[src/rtl/switch_led_sequencer_if.sv]
// Front-panel bundle: raw switches toward the sequencer, LED drive and step pulse back.
interface switch_led_sequencer_if #(
  parameter int NUM_SW  = 8,
  parameter int NUM_LED = 8
);
  logic [NUM_SW-1:0]  switch;
  logic [NUM_LED-1:0] led;
  logic               tick;

  modport master (output switch, input led, input tick);
  modport slave  (input switch, output led, output tick);
endinterface

[src/rtl/switch_led_sequencer.sv]
// Debounced slide switches select a static mirror, counter, chaser or blink pattern
// on the LEDs; pattern modes advance on a divided tick with pause and direction.
module switch_led_sequencer #(
  parameter int NUM_SW          = 8,
  parameter int NUM_LED         = 8,
  parameter int DEBOUNCE_CYCLES = 500000,
  parameter int TICK_DIV        = 25000000
) (
  input logic                   clk,
  input logic                   rst,
  switch_led_sequencer_if.slave bus
);
  localparam int DB_W   = (DEBOUNCE_CYCLES > 1) ? $clog2(DEBOUNCE_CYCLES) : 1;
  localparam int TICK_W = (TICK_DIV > 1) ? $clog2(TICK_DIV) : 1;
  localparam logic [DB_W-1:0]   DB_MAX   = DB_W'(DEBOUNCE_CYCLES - 1);
  localparam logic [TICK_W-1:0] TICK_MAX = TICK_W'(TICK_DIV - 1);

  typedef enum logic [1:0] {
    MODE_STATIC = 2'd0,
    MODE_COUNT  = 2'd1,
    MODE_CHASE  = 2'd2,
    MODE_BLINK  = 2'd3
  } mode_e;

  logic [NUM_SW-1:0]  sync1_reg, sync2_reg, sw_db;
  logic [TICK_W-1:0]  tick_cnt_reg, tick_cnt_next;
  logic [NUM_LED-1:0] pattern_reg, pattern_next;
  logic [NUM_LED-1:0] blink_init, static_led;
  mode_e              mode, mode_q_reg, mode_next;
  logic               pause, dir, tick;

  always_ff @(posedge clk or posedge rst) begin
    if (rst) begin
      sync1_reg <= '0;
      sync2_reg <= '0;
    end else begin
      sync1_reg <= bus.switch;
      sync2_reg <= sync1_reg;
    end
  end

  // Each bit has its own stability counter so one bouncing switch cannot delay another.
  generate
    for (genvar gi = 0; gi < NUM_SW; gi++) begin : g_debounce
      logic            db_reg;
      logic [DB_W-1:0] cnt_reg;

      always_ff @(posedge clk or posedge rst) begin
        if (rst) begin
          db_reg  <= 1'b0;
          cnt_reg <= '0;
        end else if (sync2_reg[gi] == db_reg) begin
          cnt_reg <= '0;
        end else if (cnt_reg == DB_MAX) begin
          db_reg  <= sync2_reg[gi];
          cnt_reg <= '0;
        end else begin
          cnt_reg <= cnt_reg + DB_W'(1);
        end
      end

      assign sw_db[gi] = db_reg;
    end

    for (genvar gi = 0; gi < NUM_LED; gi++) begin : g_led_map
      assign blink_init[gi] = ((gi % 2) == 0) ? 1'b1 : 1'b0;
      if (gi < NUM_SW) begin : g_sw
        assign static_led[gi] = sw_db[gi];
      end else begin : g_zero
        assign static_led[gi] = 1'b0;
      end
    end
  endgenerate

  assign mode  = mode_e'(sw_db[1:0]);
  assign pause = sw_db[2];
  assign dir   = sw_db[3];
  assign tick  = (tick_cnt_reg == TICK_MAX) && !pause;

  always_ff @(posedge clk or posedge rst) begin
    if (rst) begin
      mode_q_reg   <= MODE_STATIC;
      tick_cnt_reg <= '0;
      pattern_reg  <= '0;
    end else begin
      mode_q_reg   <= mode_next;
      tick_cnt_reg <= tick_cnt_next;
      pattern_reg  <= pattern_next;
    end
  end

  // A mode change restarts the pattern and tick phase and overrides any step due this cycle.
  always_comb begin
    mode_next     = mode_q_reg;
    tick_cnt_next = tick_cnt_reg;
    pattern_next  = pattern_reg;
    if (mode != mode_q_reg) begin
      mode_next     = mode;
      tick_cnt_next = '0;
      case (mode)
        MODE_CHASE: pattern_next = NUM_LED'(1);
        MODE_BLINK: pattern_next = blink_init;
        default:    pattern_next = '0;
      endcase
    end else begin
      if (!pause) begin
        tick_cnt_next = (tick_cnt_reg == TICK_MAX) ? '0 : tick_cnt_reg + TICK_W'(1);
      end
      if (tick) begin
        case (mode_q_reg)
          MODE_COUNT: pattern_next = dir ? pattern_reg - NUM_LED'(1)
                                         : pattern_reg + NUM_LED'(1);
          MODE_CHASE: pattern_next = dir ? {pattern_reg[0], pattern_reg[NUM_LED-1:1]}
                                         : {pattern_reg[NUM_LED-2:0], pattern_reg[NUM_LED-1]};
          MODE_BLINK: pattern_next = ~pattern_reg;
          default:    pattern_next = pattern_reg;
        endcase
      end
    end
  end

  assign bus.led  = (mode_q_reg == MODE_STATIC) ? static_led : pattern_reg;
  assign bus.tick = tick;
endmodule
[src/flat_wrapper.sv]
// flat-port wrapper written by rule: the top's interface ports become plain ports
module switch_led_sequencer_flat 
#(
  parameter int NUM_SW          = 8,
  parameter int NUM_LED         = 8,
  parameter int DEBOUNCE_CYCLES = 500000,
  parameter int TICK_DIV        = 25000000
)
  (clk, rst, bus_switch, bus_led, bus_tick);
  switch_led_sequencer_if #(.NUM_SW(NUM_SW), .NUM_LED(NUM_LED)) bus_i ();
  input logic clk;
  input logic rst;
  input wire logic [$bits(bus_i.switch)-1:0] bus_switch;
  output wire logic [$bits(bus_i.led)-1:0] bus_led;
  output wire logic [$bits(bus_i.tick)-1:0] bus_tick;
  assign bus_i.switch = bus_switch;
  assign bus_led = bus_i.led;
  assign bus_tick = bus_i.tick;
  switch_led_sequencer #(.NUM_SW(NUM_SW), .NUM_LED(NUM_LED), .DEBOUNCE_CYCLES(DEBOUNCE_CYCLES), .TICK_DIV(TICK_DIV)) u_core (.clk(clk), .rst(rst), .bus(bus_i));
endmodule
[config.mk]
export PLATFORM = sky130hd
export DESIGN_NAME = switch_led_sequencer_flat
export DESIGN_NICKNAME = d
export VERILOG_FILES = /design/src/rtl/switch_led_sequencer_if.sv /design/src/rtl/switch_led_sequencer.sv /design/src/flat_wrapper.sv
export SDC_FILE = /design/constraint.sdc
export NUM_CORES = 1
export LEC_CHECK = 0
export CAP_MARGIN = 20
export CORE_ASPECT_RATIO = 1.75
export CORE_MARGIN = 1
export CORE_UTILIZATION = 40
export DETAILED_ROUTE_END_ITERATION = 16
export MAX_ROUTING_LAYER = met4
export PLACE_DENSITY_LB_ADDON = 0.2
export SYNTH_ARGS = -nofsm -noshare
export SYNTH_HDL_FRONTEND = slang
export SYNTH_SLANG_ARGS = --single-unit
export TNS_END_PERCENT = 5
[constraint.sdc]
create_clock -name clk -period 9.2 [get_ports clk]
set_input_delay 2.76 -clock clk [delete_from_list [all_inputs] [get_ports clk]]
set_output_delay 2.76 -clock clk [all_outputs]
set_load 0.1 [all_outputs]
Yosys cells after proc, flatten, opt, wreduce, memory -nomap -nowiden
Cells that the tools add are included.
- bits in registers: 211
- input bits: 10
- add/sub/neg operators: 11
- equal/unequal tests: 24
- mux-type cells: 26
- bitwise gates (word level): 9
- reduce and logical (&&, ||, !) cells: 14
- operators by type and width (kind ; number):
    2-to-1 mux 19 bit ; 16
    adder 19 x 1 -> 19 bit, second input constant ; 8
    == test 19 bit, second input constant ; 8
    2-to-1 mux 25 bit ; 3
    2-to-1 mux 8 bit ; 5
    adder 25 x 1 -> 25 bit, second input constant ; 1
    == test 25 bit, second input constant ; 1
    case mux 8 bit (3 select lines) ; 1
    AND reduction 2 bit ; 9
    case mux 7 bit (2 select lines) ; 1
    adder 8 x 1 -> 8 bit, second input constant ; 1
    == test 1 bit ; 8
    == test 2 bit, second input constant ; 4
    NOT 1 bit ; 8
    NOT 8 bit ; 1
    subtractor 8 x 1 -> 8 bit, second input constant ; 1
    nonzero test 4 bit ; 1
    == test 2 x 1 -> 1 bit, second input constant ; 1
    zero test 2 bit ; 1
    != test 2 bit ; 1
    != test 2 bit, second input constant ; 1
    nonzero test 2 bit ; 1
    logical AND 1 bit ; 1
    zero test 1 bit ; 1

Logic depth before layout (Yosys ltp)
- depth after elaboration: 5
- mapped depth: 9

Worst setup path before layout
Ideal clock, no wire load.
- kind: reg-to-output
- start: register u_core.mode_q_reg[0]
- end: output bus_led[4]
- arrival: 2941 ps
- required time: 6440 ps
- setup slack: 3499 ps
- stages on the path, launching flop included: 5
- path buffers: 1
- cells stage by stage: dfrtp_1 -> inv_1 -> ha_1 -> clkbuf_1 -> o21ai_0
- word-level cells in the longest chain between the ends: 2
- RTL lines (item ; line ; RTL):
    start: declaration ; switch_led_sequencer.sv:29 ; mode_e mode, mode_q_reg, mode_next;
    start signal: assignment ; switch_led_sequencer.sv:86 ; mode_q_reg <= mode_next;
    zero test 2 bit ; switch_led_sequencer.sv:122 ; assign bus.led = (mode_q_reg == MODE_STATIC) ? static_led : pattern_reg;
    2-to-1 mux 8 bit ; switch_led_sequencer.sv:122 ;
    end: declaration ; flat_wrapper.sv:14 ; output wire logic [$bits(bus_i.led)-1:0] bus_led;
Every way passes these cells.

Worst setup path after layout
- start: register u_core.tick_cnt_reg[0]
- end: output bus_tick
- word-level cells in the longest chain between the ends: 2
- RTL lines (item ; line ; RTL):
    start: declaration ; switch_led_sequencer.sv:26 ; logic [TICK_W-1:0] tick_cnt_reg, tick_cnt_next;
    start signal: assignment ; switch_led_sequencer.sv:87 ; tick_cnt_reg <= tick_cnt_next;
    == test 25 bit ; switch_led_sequencer.sv:78 ; assign tick = (tick_cnt_reg == TICK_MAX) && !pause;
    logical AND 1 bit ; switch_led_sequencer.sv:78 ;
    end: declaration ; flat_wrapper.sv:15 ; output wire logic [$bits(bus_i.tick)-1:0] bus_tick;
Every way passes these cells.

==> impl_metrics.csv <==
group,metric,value,unit
detailed_routing,vias,7316,
detailed_routing,wl,20310,um
clock_tree,cts_buffer_depth,3,
cells_and_area,final_util,0.4515,
grt,antenna_found_initial,0,
status,status,"finished clean",
sta,fin_crit_sh,0.6490,
sta,fmaxAchievable,167.5,MHz
critical_path,start_kind,"flop",
critical_path,crit_family,"buffers and inverters",
cells_and_area,regArea,5280,um^2
synth,yosysTopAreaCellShare,0.5026,
clock_tree,post_cts_buffers,0,
placement,place.gp.congestion,0.8534,
floorplanning,coreArea,25860,um^2
critical_path,worst_path_largest_cell_delay,1.15,ns
grt,grt_overflow_total,0,
sta,tns,0,ns
floorplanning,die_h,216.4,um
placement,place_area,10920,um^2
detailed_routing,firstDrtPassIters,4,
synth,synth_area_per_cell,9.959,um^2
synth,yosysWarnings,0,
critical_path,crit_path_top_delay_cell,"clkdlybuf4s50_1",
floorplanning,initial_core_util,0.4062,
min_path,hp-class,"flop to flop",
critical_path,r2r_start,"u_core.dir",
pwr,power,1.924,mW
synth,synth_ff_type,"dfrtp_1",
grt,grt_usage,0.1631,
critical_path,end_kind,"primary output",
cells_and_area,nets,1098,
detailed_routing,wl_per_cell,14.45,um
grt,grt_pass1_wl,35920,um
run,cap_violations,0,
critical_path,cp.arrival,3.21,ns
grt,grt_pass1_vias,7526,
sta,finalHoldViolCount,0,
critical_path,r2r_end,"u_core.pattern_reg[7]",
clock_tree,insertion_delay,0.53,ns
pwr,p_per_area,164.8,nW/um^2
synth,syn_area,10510,um^2
cells_and_area,areaGrowthSynthToFinish,11.15,%
cells_and_area,finalNonFillerCells,1405,
clock_tree,cts_hold_buffers,0,
placement,io_buffer_count,18,
cells_and_area,fill_cells,2435,
synth,yosysTopAreaCell,"dfrtp_1",
cells_and_area,fin_area,11680,um^2
synth,synthCells,1055,
min_path,whs_endpoint,"u_core.sync2_reg[2]",
clock_tree,numCtsBuffers,22,
critical_path,crit_required,6.44,ns
sta,setup-violations-final,0,
placement,hpwl,13560,um
floorplanning,top_level_ports,19,
synth,async_reset_ff_frac,1.000,
clock_tree,cts.htree.levels,1,
critical_path,crit_fanout,3,
cells_and_area,antenna-diode-count,0,
synth,yosysUniqueCellTypes,63,
synth,synth_area_leaders,"dfrtp_1, xor2_1, nor2_1, xnor2_1, nand3_1",
cells_and_area,final_cell_mix,"dfrtp_1, nor2_1, xor2_1, nand2_1",
clock_tree,cts-root-buf,"clkbuf_16",
grt,grt_max_degree,138,
clock_tree,clkSlewWorstSetupHoldPaths,0.06,ns
min_path,min_path_cells,0,
cells_and_area,drive_gt1_frac,0.07281,
sta,fin_crit,5.971,ns
clock_tree,cts_tree,"built",
critical_path,rr_worst_depth,7,
sta,slew_viol_final,0,
floorplanning,rows,78,
detailed_routing,ant_nets,0,
min_path,hold_start,"u_core.sync1_reg[2]",
pwr,ir_worst_vdd,0.1229,mV
sta,slew_headroom,0.3113,
detailed_routing,drc_errors,0,
detailed_routing,avgViaCountPerCell,5.207,
clock_tree,cts-resized-gates,0,
floorplanning,die_w,124.5,um
sta,worst_slew_pin_slew,1.030,ns
cells_and_area,final_common_cell,"dfrtp_1",
pwr,p_leak,4.959,nW
critical_path,worst-path-buf-inv,1,
synth,synthesis.nets,1084,
sta,rsz0062_at_grt,"no",
synth,synth.yosys.seq_area_share,0.5026,
synth,synth_edf_count,0,
detailed_routing,drtIter0Drc,299,
critical_path,crit_chain,"ha_1, nand2_1, or3_4, or3_1, nor2_2, clkdlybuf4s50_1",
sta,skew,0.02773,ns
floorplanning,dieArea,26940,um^2
placement,dp_cells,1365,
critical_path,setup.worst_path.class,"flop to primary output",
cells_and_area,largest_reg_flops,152,
synth,ys_ff_latch,211,
critical_path,rrSetupSlack,6.69,ns
cells_and_area,multi_input_area,4947,um^2
clock_tree,cts.sinks,211,
## worst max path at each step
stage | from | end | slack, ns | cells after the start
global route | u_core.tick_cnt_reg[0] | bus_tick | 3.08 | 6
floorplan | rst | u_core.dir | 0.67 | 1
finish | u_core.tick_cnt_reg[0] | bus_tick | 3.23 | 6
CTS | u_core.tick_cnt_reg[0] | bus_tick | 3.21 | 6
global placement | u_core.tick_cnt_reg[0] | bus_tick | 3.77 | 6
detailed placement | u_core.tick_cnt_reg[0] | bus_tick | 3.76 | 6
## report_power, final
part / switching [mW] / total (mW) / internal (mW) / leakage (nW)
combinational: 0.0372 / 0.0516 / 0.0144 / 1.71
clock: 0.367 / 0.921 / 0.555 / 0.374
sequential: 0.0112 / 0.951 / 0.940 / 2.88
## final cells by class
type,instances,share of cell area
repair buffers,19,0.01607
clock buffers,34,0.05700
clock inverters,6,0.007822
flip-flops and latches,211,0.4522
inverters,26,0.009000
multi-input cells,789,0.4237
well taps,320,0.03429
## worst register-to-register path, delay by kind of cell (launching register included)
family | cells | cell delay, ns
mux | 1 | 0.12
fa+ha+maj | 1 | 0.36
xor+xnor | 1 | 0.17
compound gates | 4 | 0.93
flops | 1 | 0.86
## kinds of logic after synthesis
logic type                 share of synthesized area
AOI/OAI and AO/OA                            0.03704
xor gates and xnor gates                      0.1384
adders and majority gates                    0.02334
buffers and inverters                        0.02656
DFF                                           0.5026
muxes                                        0.02858
and+or+nand+nor                               0.2435
## metrics by stage
step / setup slack [ns] / hold WS, ns
6_report: 3.229 / 0.3575
5_1_grt: 3.078 / 0.3702
3_5_place_dp: 3.763 / 0.3466
3_3_place_gp: 3.775 / 0.3411
2_1_floorplan: 0.6741 / 0.3312
4_1_cts: 3.205 / 0.3604
## cell usage after synthesis (4+ instances only)
library cell	n
dfrtp_1	211
ha_1	18
buf_4	4
mux2_2	16
and3_1	21
nand2_1	77
or3_1	10
xor2_1	91
o21ai_0	15
nor4b_1	6
o22ai_1	5
mux2i_1	12
nor4_1	16
or2_2	9
xnor2_1	75
nand4_1	31
inv_1	25
nor3_1	14
buf_2	17
and2_1	8
nor2_1	205
buf_6	4
a21oi_1	16
nand4b_1	4
and4_1	16
nand3_1	75
## metal layers
metal | global-route usage | vias to the layer above | part of all wire
li1 | - | 3621 | -
met1 | 0.1917 | 3564 | 0.43
met2 | 0.2829 | 96 | 0.51
met3 | 0.02246 | 35 | 0.031
met4 | 0.05904 | 0 | 0.024
met5 | - | - | 0
No activity file was read; power rests on OpenSTA's default activity.
